--- config.mk ---
export PLATFORM = sky130hd
export DESIGN_NAME = layer_stream_serializer
export DESIGN_NICKNAME = d
export VERILOG_FILES = /design/src/rtl/nn_pkg.sv /design/src/rtl/argmax_tracker.sv /design/src/rtl/layer_stream_serializer.sv
export SDC_FILE = /design/constraint.sdc
export NUM_CORES = 1
export LEC_CHECK = 0
export CAP_MARGIN = 20
export CELL_PAD_IN_SITES_DETAIL_PLACEMENT = 0
export CELL_PAD_IN_SITES_GLOBAL_PLACEMENT = 1
export CORE_UTILIZATION = 41
export DETAILED_ROUTE_END_ITERATION = 8
export PLACE_DENSITY_LB_ADDON = 0.1
export SETUP_SLACK_MARGIN = 0.05
export SYNTH_ARGS = -nofsm -noshare
export SYNTH_HDL_FRONTEND = slang
export SYNTH_SLANG_ARGS = --single-unit
--- constraint.sdc ---
create_clock -name clk -period 10.1 [get_ports clk]
set_clock_uncertainty 0.2 [all_clocks]
set_input_delay 3.03 -clock clk [delete_from_list [all_inputs] [get_ports clk]]
set_output_delay 3.03 -clock clk [all_outputs]
set_load 0.1 [all_outputs]
--- src/rtl/nn_pkg.sv ---
// Shared definitions for the neural-network layer datapath blocks:
// serializer state encoding, default element width and index-width helper.
package nn_pkg;

    typedef enum logic [0:0] {
        COLLECT = 1'b0,
        SEND    = 1'b1
    } ser_state_e;

    localparam int DATA_WIDTH_DEF = 16;

    function automatic int idx_width(input int n);
        return (n > 1) ? $clog2(n) : 1;
    endfunction

endpackage

--- src/rtl/argmax_tracker.sv ---
// Running signed maximum over one streamed frame; publishes the winning
// index as a one-cycle pulse after the final element is accepted.
module argmax_tracker
    import nn_pkg::*;
#(
    parameter int DATA_W = DATA_WIDTH_DEF,
    parameter int IDX_W  = 4
) (
    input  logic              clk,
    input  logic              rst,
    input  logic              i_accept,
    input  logic              i_first,
    input  logic              i_last,
    input  logic [DATA_W-1:0] i_data,
    input  logic [IDX_W-1:0]  i_idx,
    output logic [IDX_W-1:0]  o_class_idx,
    output logic              o_class_valid
);

    logic signed [DATA_W-1:0] r_max;
    logic [IDX_W-1:0]         r_max_idx;
    logic [IDX_W-1:0]         r_class_idx;
    logic                     r_class_valid;
    logic                     w_take;
    logic [IDX_W-1:0]         w_win_idx;

    // Strictly-greater replacement keeps the lowest index on ties.
    always_comb begin
        w_take = i_first || ($signed(i_data) > r_max);
        if (w_take) begin
            w_win_idx = i_idx;
        end else begin
            w_win_idx = r_max_idx;
        end
    end

    // Maximum tracking and result publication.
    always_ff @(posedge clk or posedge rst) begin
        if (rst) begin
            r_max         <= '0;
            r_max_idx     <= '0;
            r_class_idx   <= '0;
            r_class_valid <= 1'b0;
        end else begin
            r_class_valid <= i_accept && i_last;
            if (i_accept) begin
                if (w_take) begin
                    r_max     <= i_data;
                    r_max_idx <= i_idx;
                end
                if (i_last) begin
                    r_class_idx <= w_win_idx;
                end
            end
        end
    end

    assign o_class_idx   = r_class_idx;
    assign o_class_valid = r_class_valid;

endmodule

--- src/rtl/layer_stream_serializer.sv ---
// Gathers per-neuron results of one layer and replays them as a serial
// valid/ready stream. Optional argmax output enabled by LAYER_SER_ARGMAX_EN.
module layer_stream_serializer
    import nn_pkg::*;
#(
    parameter int  NUM_NEURONS = 10,
    parameter int  data_width  = DATA_WIDTH_DEF,
    localparam int IDX_W       = idx_width(NUM_NEURONS)
) (
    input  logic                                   clk,
    input  logic                                   rst,
    input  logic [NUM_NEURONS-1:0][data_width-1:0] layer_in,
    input  logic [NUM_NEURONS-1:0]                 layer_valid,
    output logic [data_width-1:0]                  out_data,
    output logic [IDX_W-1:0]                       out_idx,
    output logic                                   out_valid,
    input  logic                                   out_ready,
    output logic                                   out_last,
    output logic                                   overflow,
    output logic [IDX_W-1:0]                       class_idx,
    output logic                                   class_valid
);

    localparam logic [IDX_W-1:0] LAST_IDX = IDX_W'(NUM_NEURONS - 1);

    ser_state_e                             r_state, w_state_nxt;
    logic [NUM_NEURONS-1:0]                 r_got;
    logic [NUM_NEURONS-1:0][data_width-1:0] r_buf, w_buf_nxt;
    logic [data_width-1:0]                  r_out_data, w_data_nxt;
    logic [IDX_W-1:0]                       r_cnt, w_cnt_nxt, w_cnt_inc;
    logic                                   r_out_valid, w_valid_nxt;
    logic                                   r_out_last, w_last_nxt;
    logic                                   r_overflow;
    logic                                   w_hs;
    logic                                   w_all_got;

    assign w_hs      = r_out_valid && out_ready;
    assign w_all_got = &(r_got | layer_valid);
    assign w_cnt_inc = r_cnt + IDX_W'(1);

    // State register.
    always_ff @(posedge clk or posedge rst) begin
        if (rst) begin
            r_state <= COLLECT;
        end else begin
            r_state <= w_state_nxt;
        end
    end

    // Next-state logic.
    always_comb begin
        w_state_nxt = r_state;
        case (r_state)
            COLLECT: if (w_all_got) w_state_nxt = SEND;    else w_state_nxt = COLLECT;
            SEND:    if (w_hs && r_out_last) w_state_nxt = COLLECT; else w_state_nxt = SEND;
            default: w_state_nxt = COLLECT;
        endcase
    end

    // Buffer capture is only open while collecting; the completing cycle's
    // data must also feed element 0 directly.
    always_comb begin
        for (int i = 0; i < NUM_NEURONS; i++) begin
            if ((r_state == COLLECT) && layer_valid[i]) begin
                w_buf_nxt[i] = layer_in[i];
            end else begin
                w_buf_nxt[i] = r_buf[i];
            end
        end
    end

    // Next values of the registered stream outputs.
    always_comb begin
        w_cnt_nxt   = r_cnt;
        w_data_nxt  = r_out_data;
        w_valid_nxt = r_out_valid;
        w_last_nxt  = r_out_last;
        case (r_state)
            COLLECT: begin
                if (w_all_got) begin
                    w_cnt_nxt   = '0;
                    w_data_nxt  = w_buf_nxt[0];
                    w_valid_nxt = 1'b1;
                    w_last_nxt  = 1'b0;
                end else begin
                    w_valid_nxt = 1'b0;
                    w_last_nxt  = 1'b0;
                end
            end
            SEND: begin
                if (w_hs && r_out_last) begin
                    w_valid_nxt = 1'b0;
                    w_last_nxt  = 1'b0;
                end else if (w_hs) begin
                    w_cnt_nxt  = w_cnt_inc;
                    w_data_nxt = r_buf[w_cnt_inc];
                    w_last_nxt = (w_cnt_inc == LAST_IDX);
                end else begin
                    w_valid_nxt = r_out_valid;
                end
            end
            default: begin
                w_valid_nxt = 1'b0;
                w_last_nxt  = 1'b0;
            end
        endcase
    end

    // Datapath and output registers.
    always_ff @(posedge clk or posedge rst) begin
        if (rst) begin
            r_got       <= '0;
            r_buf       <= '0;
            r_out_data  <= '0;
            r_cnt       <= '0;
            r_out_valid <= 1'b0;
            r_out_last  <= 1'b0;
            r_overflow  <= 1'b0;
        end else begin
            r_buf       <= w_buf_nxt;
            r_out_data  <= w_data_nxt;
            r_cnt       <= w_cnt_nxt;
            r_out_valid <= w_valid_nxt;
            r_out_last  <= w_last_nxt;
            if (r_state == COLLECT) begin
                r_got <= w_all_got ? '0 : (r_got | layer_valid);
            end else begin
                r_overflow <= r_overflow | (|layer_valid);
            end
        end
    end

    assign out_data  = r_out_data;
    assign out_idx   = r_cnt;
    assign out_valid = r_out_valid;
    assign out_last  = r_out_last;
    assign overflow  = r_overflow;

`ifdef LAYER_SER_ARGMAX_EN
    argmax_tracker #(
        .DATA_W (data_width),
        .IDX_W  (IDX_W)
    ) u_argmax (
        .clk           (clk),
        .rst           (rst),
        .i_accept      (w_hs),
        .i_first       (r_cnt == '0),
        .i_last        (r_out_last),
        .i_data        (r_out_data),
        .i_idx         (r_cnt),
        .o_class_idx   (class_idx),
        .o_class_valid (class_valid)
    );
`else
    assign class_idx   = '0;
    assign class_valid = 1'b0;
`endif

endmodule

==> results.sh <==
export IMPL_drt_iter0_drc=291
export IMPL_final_antenna_net_count=0
export IMPL_core_area_um2=21800
export IMPL_initial_core_util=0.417
export IMPL_finalCriticalPeriod_ns=6.06
export IMPL_numCtsBuffers=17
export IMPL_worstMarginPinSlew_ns=1.15
export IMPL_clock_root_buffer="clkbuf_16"
export IMPL_crit_family="buffers and inverters"
export IMPL_avgSynthCellArea_um2=14.3
export IMPL_p_per_area_nw_per_um2=142
export IMPL_post_cts_buffers=0
export IMPL_grt_ovfl_total=0
export IMPL_rsz0062_at_grt="false"
export IMPL_yosysWarnings=0
export IMPL_r2r_setup_slack_ns=6.32
export IMPL_critPathArrivalTime_ns=2.83
export IMPL_gp_congestion=0.803
export IMPL_synth_top_area_share=0.535
export IMPL_track_usage=0.214
export IMPL_slew_viol_final=0
export IMPL_synth_cells=634
export IMPL_critPathBufInv=1
export IMPL_outcome="complete, no violations"
export IMPL_peakVddDrop_uv=91.5
export IMPL_synth_seq_area_share=0.535
export IMPL_vias=5948
export IMPL_critPathKind="flop to primary output"
export IMPL_ys_flop_type="dfrtp_1"
export IMPL_drive_above_1_share=0.309
export IMPL_cts_htree_levels=4
export IMPL_fp_dieH_um=151
export IMPL_setup_violations=0
export IMPL_hold_class="flop to flop"
export IMPL_drv_cap=0
export IMPL_dieArea_um2=22700
export IMPL_hpwlAfterDp_um=16000
export IMPL_fmax_mhz=165
export IMPL_end_kind="primary output"
export IMPL_n_antenna_cell=0
export IMPL_async_flop_share=1.00
export IMPL_drc_errors=0
export IMPL_grt_max_degree=111
export IMPL_crit_chain="clkdlybuf4s50_1"
export IMPL_clk_latency_ns=0.43
export IMPL_p_leak_uw=0.00507
export IMPL_yosys_area_top_type="dfrtp_1"
export IMPL_area_growth_pct=30.5
export IMPL_fin_area_um2=11800
export IMPL_finalSetupTns_ns=0
export IMPL_numPortBuffers=195
export IMPL_synth_seq_cells=194
export IMPL_dr_pass1_iters=5
export IMPL_core_rowCount=54
export IMPL_path_clk_slew_ns=0.07
export IMPL_place_area_um2=11200
export IMPL_ys_types=46
export IMPL_ctsHoldBuffers=0
export IMPL_fin_crit_sh=0.600
export IMPL_netlist_area_um2=9080
export IMPL_grt_pass1_vias=6312
export IMPL_grt_pass1_wl_um=35700
export IMPL_hold_viol=0
export IMPL_wl_per_cell_um=21.2
export IMPL_yosysMostFrequentCell="dfrtp_1"
export IMPL_ctsResizeCount=0
export IMPL_ys_top_cells_by_count="dfrtp_1 (194), mux2_2 (175), nand2_1 (29)"
export IMPL_cts_tree="yes"
export IMPL_slowest_stage="clkdlybuf4s50_1"
export IMPL_synth_edf_count=0
export IMPL_cp_data_required_time_ns=6.87
export IMPL_drt_total_wl_um=23300
export IMPL_critical_path_max_fanout=55
export IMPL_ios=201
export IMPL_relSlewSlack=0.227
export IMPL_synthTopCellsByArea="dfrtp_1 (53%), mux2_2 (22%), mux4_2 (6.0%), mux4_1 (2.3%), a222oi_1 (1.7%)"
export IMPL_die_width_um=151
export IMPL_cp_slowest_stage_delay_ns=1.29
export IMPL_fin_nets=983
export IMPL_cp_start_kind="flop"
export IMPL_antenna_found_initial=0
export IMPL_vias_per_cell=5.40
export IMPL_clkSinkCount=194
export IMPL_clk_path_buf_depth=2
path summary, 6_finish.rpt:
| path | startpoint | end | cells past startpoint |
|---|---|---|---|
| setup / recovery | out_idx[0] | out_idx[0] | 1 |
| hold / removal | overflow | overflow | 1 |
| setup reg to reg | out_idx[0] | out_data[0] | 6 |
| hold reg to reg | overflow | overflow | 1 |
| max in group asynchronous | rst | out_idx[0] | 4 |
| min in group asynchronous | rst | r_buf[75] | 2 |
layout by cell type (no fill, tap or decap), types with 2 or more instances in the layout:
| cell type | synthesis | layout |
|---|---|---|
| a211oi_1 | 15 | 15 |
| a21oi_1 | 3 | 3 |
| a222oi_1 | 15 | 15 |
| buf_16 | 0 | 2 |
| buf_4 | 6 | 3 |
| buf_8 | 0 | 2 |
| bufinv_16 | 0 | 2 |
| clkbuf_1 | 20 | 3 |
| clkbuf_16 | 0 | 17 |
| clkdlybuf4s50_1 | 0 | 195 |
| clkinv_4 | 0 | 2 |
| clkinvlp_4 | 0 | 2 |
| conb_1 | 1 | 5 |
| dfrtp_1 | 194 | 192 |
| inv_1 | 5 | 4 |
| inv_6 | 0 | 3 |
| inv_8 | 0 | 3 |
| mux2_2 | 175 | 175 |
| mux2i_1 | 2 | 2 |
| mux4_1 | 8 | 8 |
| mux4_2 | 24 | 24 |
| nand2_1 | 29 | 29 |
| nand2b_1 | 18 | 18 |
| nand3_1 | 6 | 6 |
| nor2_1 | 6 | 6 |
| nor2b_1 | 24 | 15 |
| nor2b_2 | 0 | 9 |
| nor4_1 | 2 | 2 |
| o21a_1 | 9 | 9 |
| o21ai_1 | 4 | 4 |
| o22ai_1 | 7 | 7 |
| o31ai_1 | 15 | 15 |
logic make-up after synthesis:
kind of cell,after synthesis,synth area share
compound gates,79,0.0697
buf+inv,56,0.0332
xor+xnor,2,0.00193
fa+ha+maj,2,0.00276
other cells,1,0.000413
simple gates,90,0.0539
flops,194,0.535
mux,210,0.303
per-stage QoR:
step / hold WS [ns] / utilization / worst slack (ns) / total power, uW / cells
after floorplan: 0.264 / - / 1.59 / 924 / 638
after global placement: 0.252 / 0.514 / 4.37 / 1010 / 1065
after detailed placement: 0.249 / 0.515 / 4.31 / 1020 / 1066
after CTS: 0.271 / 0.542 / 3.95 / 1700 / 1098
after global routing: 0.297 / 0.545 / 3.88 / 1750 / 1101
final: 0.267 / 0.545 / 4.04 / 1680 / 1101
registers in the layout, indices dropped and copies added, names as in the netlist:
| signal | cells |
|---|---|
| r_buf | 160 |
| out_data | 16 |
| overflow | 1 |
| out_idx | 4 |
| r_state | 1 |
| out_valid | 1 |
| r_got | 10 |
| out_last | 1 |
worst register-to-register path: cells and delay by family (launching register included):
| kind | cells | cell delay [ns] |
|---|---|---|
| DFF | 1 | 1.10 |
| adders and majority gates | 1 | 1.07 |
| muxes | 1 | 0.47 |
| AOI/OAI and AO/OA | 2 | 0.45 |
| and+or+nand+nor | 1 | 0.18 |
| buffers and inverters | 1 | 0.16 |
report_power, final:
group,internal [uW],switching (uW),leakage (uW)
Sequential,808,20.1,0.00250
Combinational,107,68.1,0.00228
Clock,372,309,0.000279
Total,1290,397,0.00507
final cells by class:
| class | count | area (um2) |
|---|---|---|
| repair buffers | 202 | 2060 |
| fillers | 1846 | 9910 |
| inverters | 5 | 26.3 |
| well taps | 280 | 350 |
| multi-input cells | 388 | 3970 |
| clock inverters | 12 | 146 |
| clock buffers | 20 | 437 |
| flip-flops and latches | 194 | 4860 |
metal layers:
metal	part of all wire	track usage
met1	0.46	0.295
met2	0.47	0.337
met3	0.063	0.0443
met4	0.0099	0.0695
met5	0	0
Power figures use the tool's default switching activity.
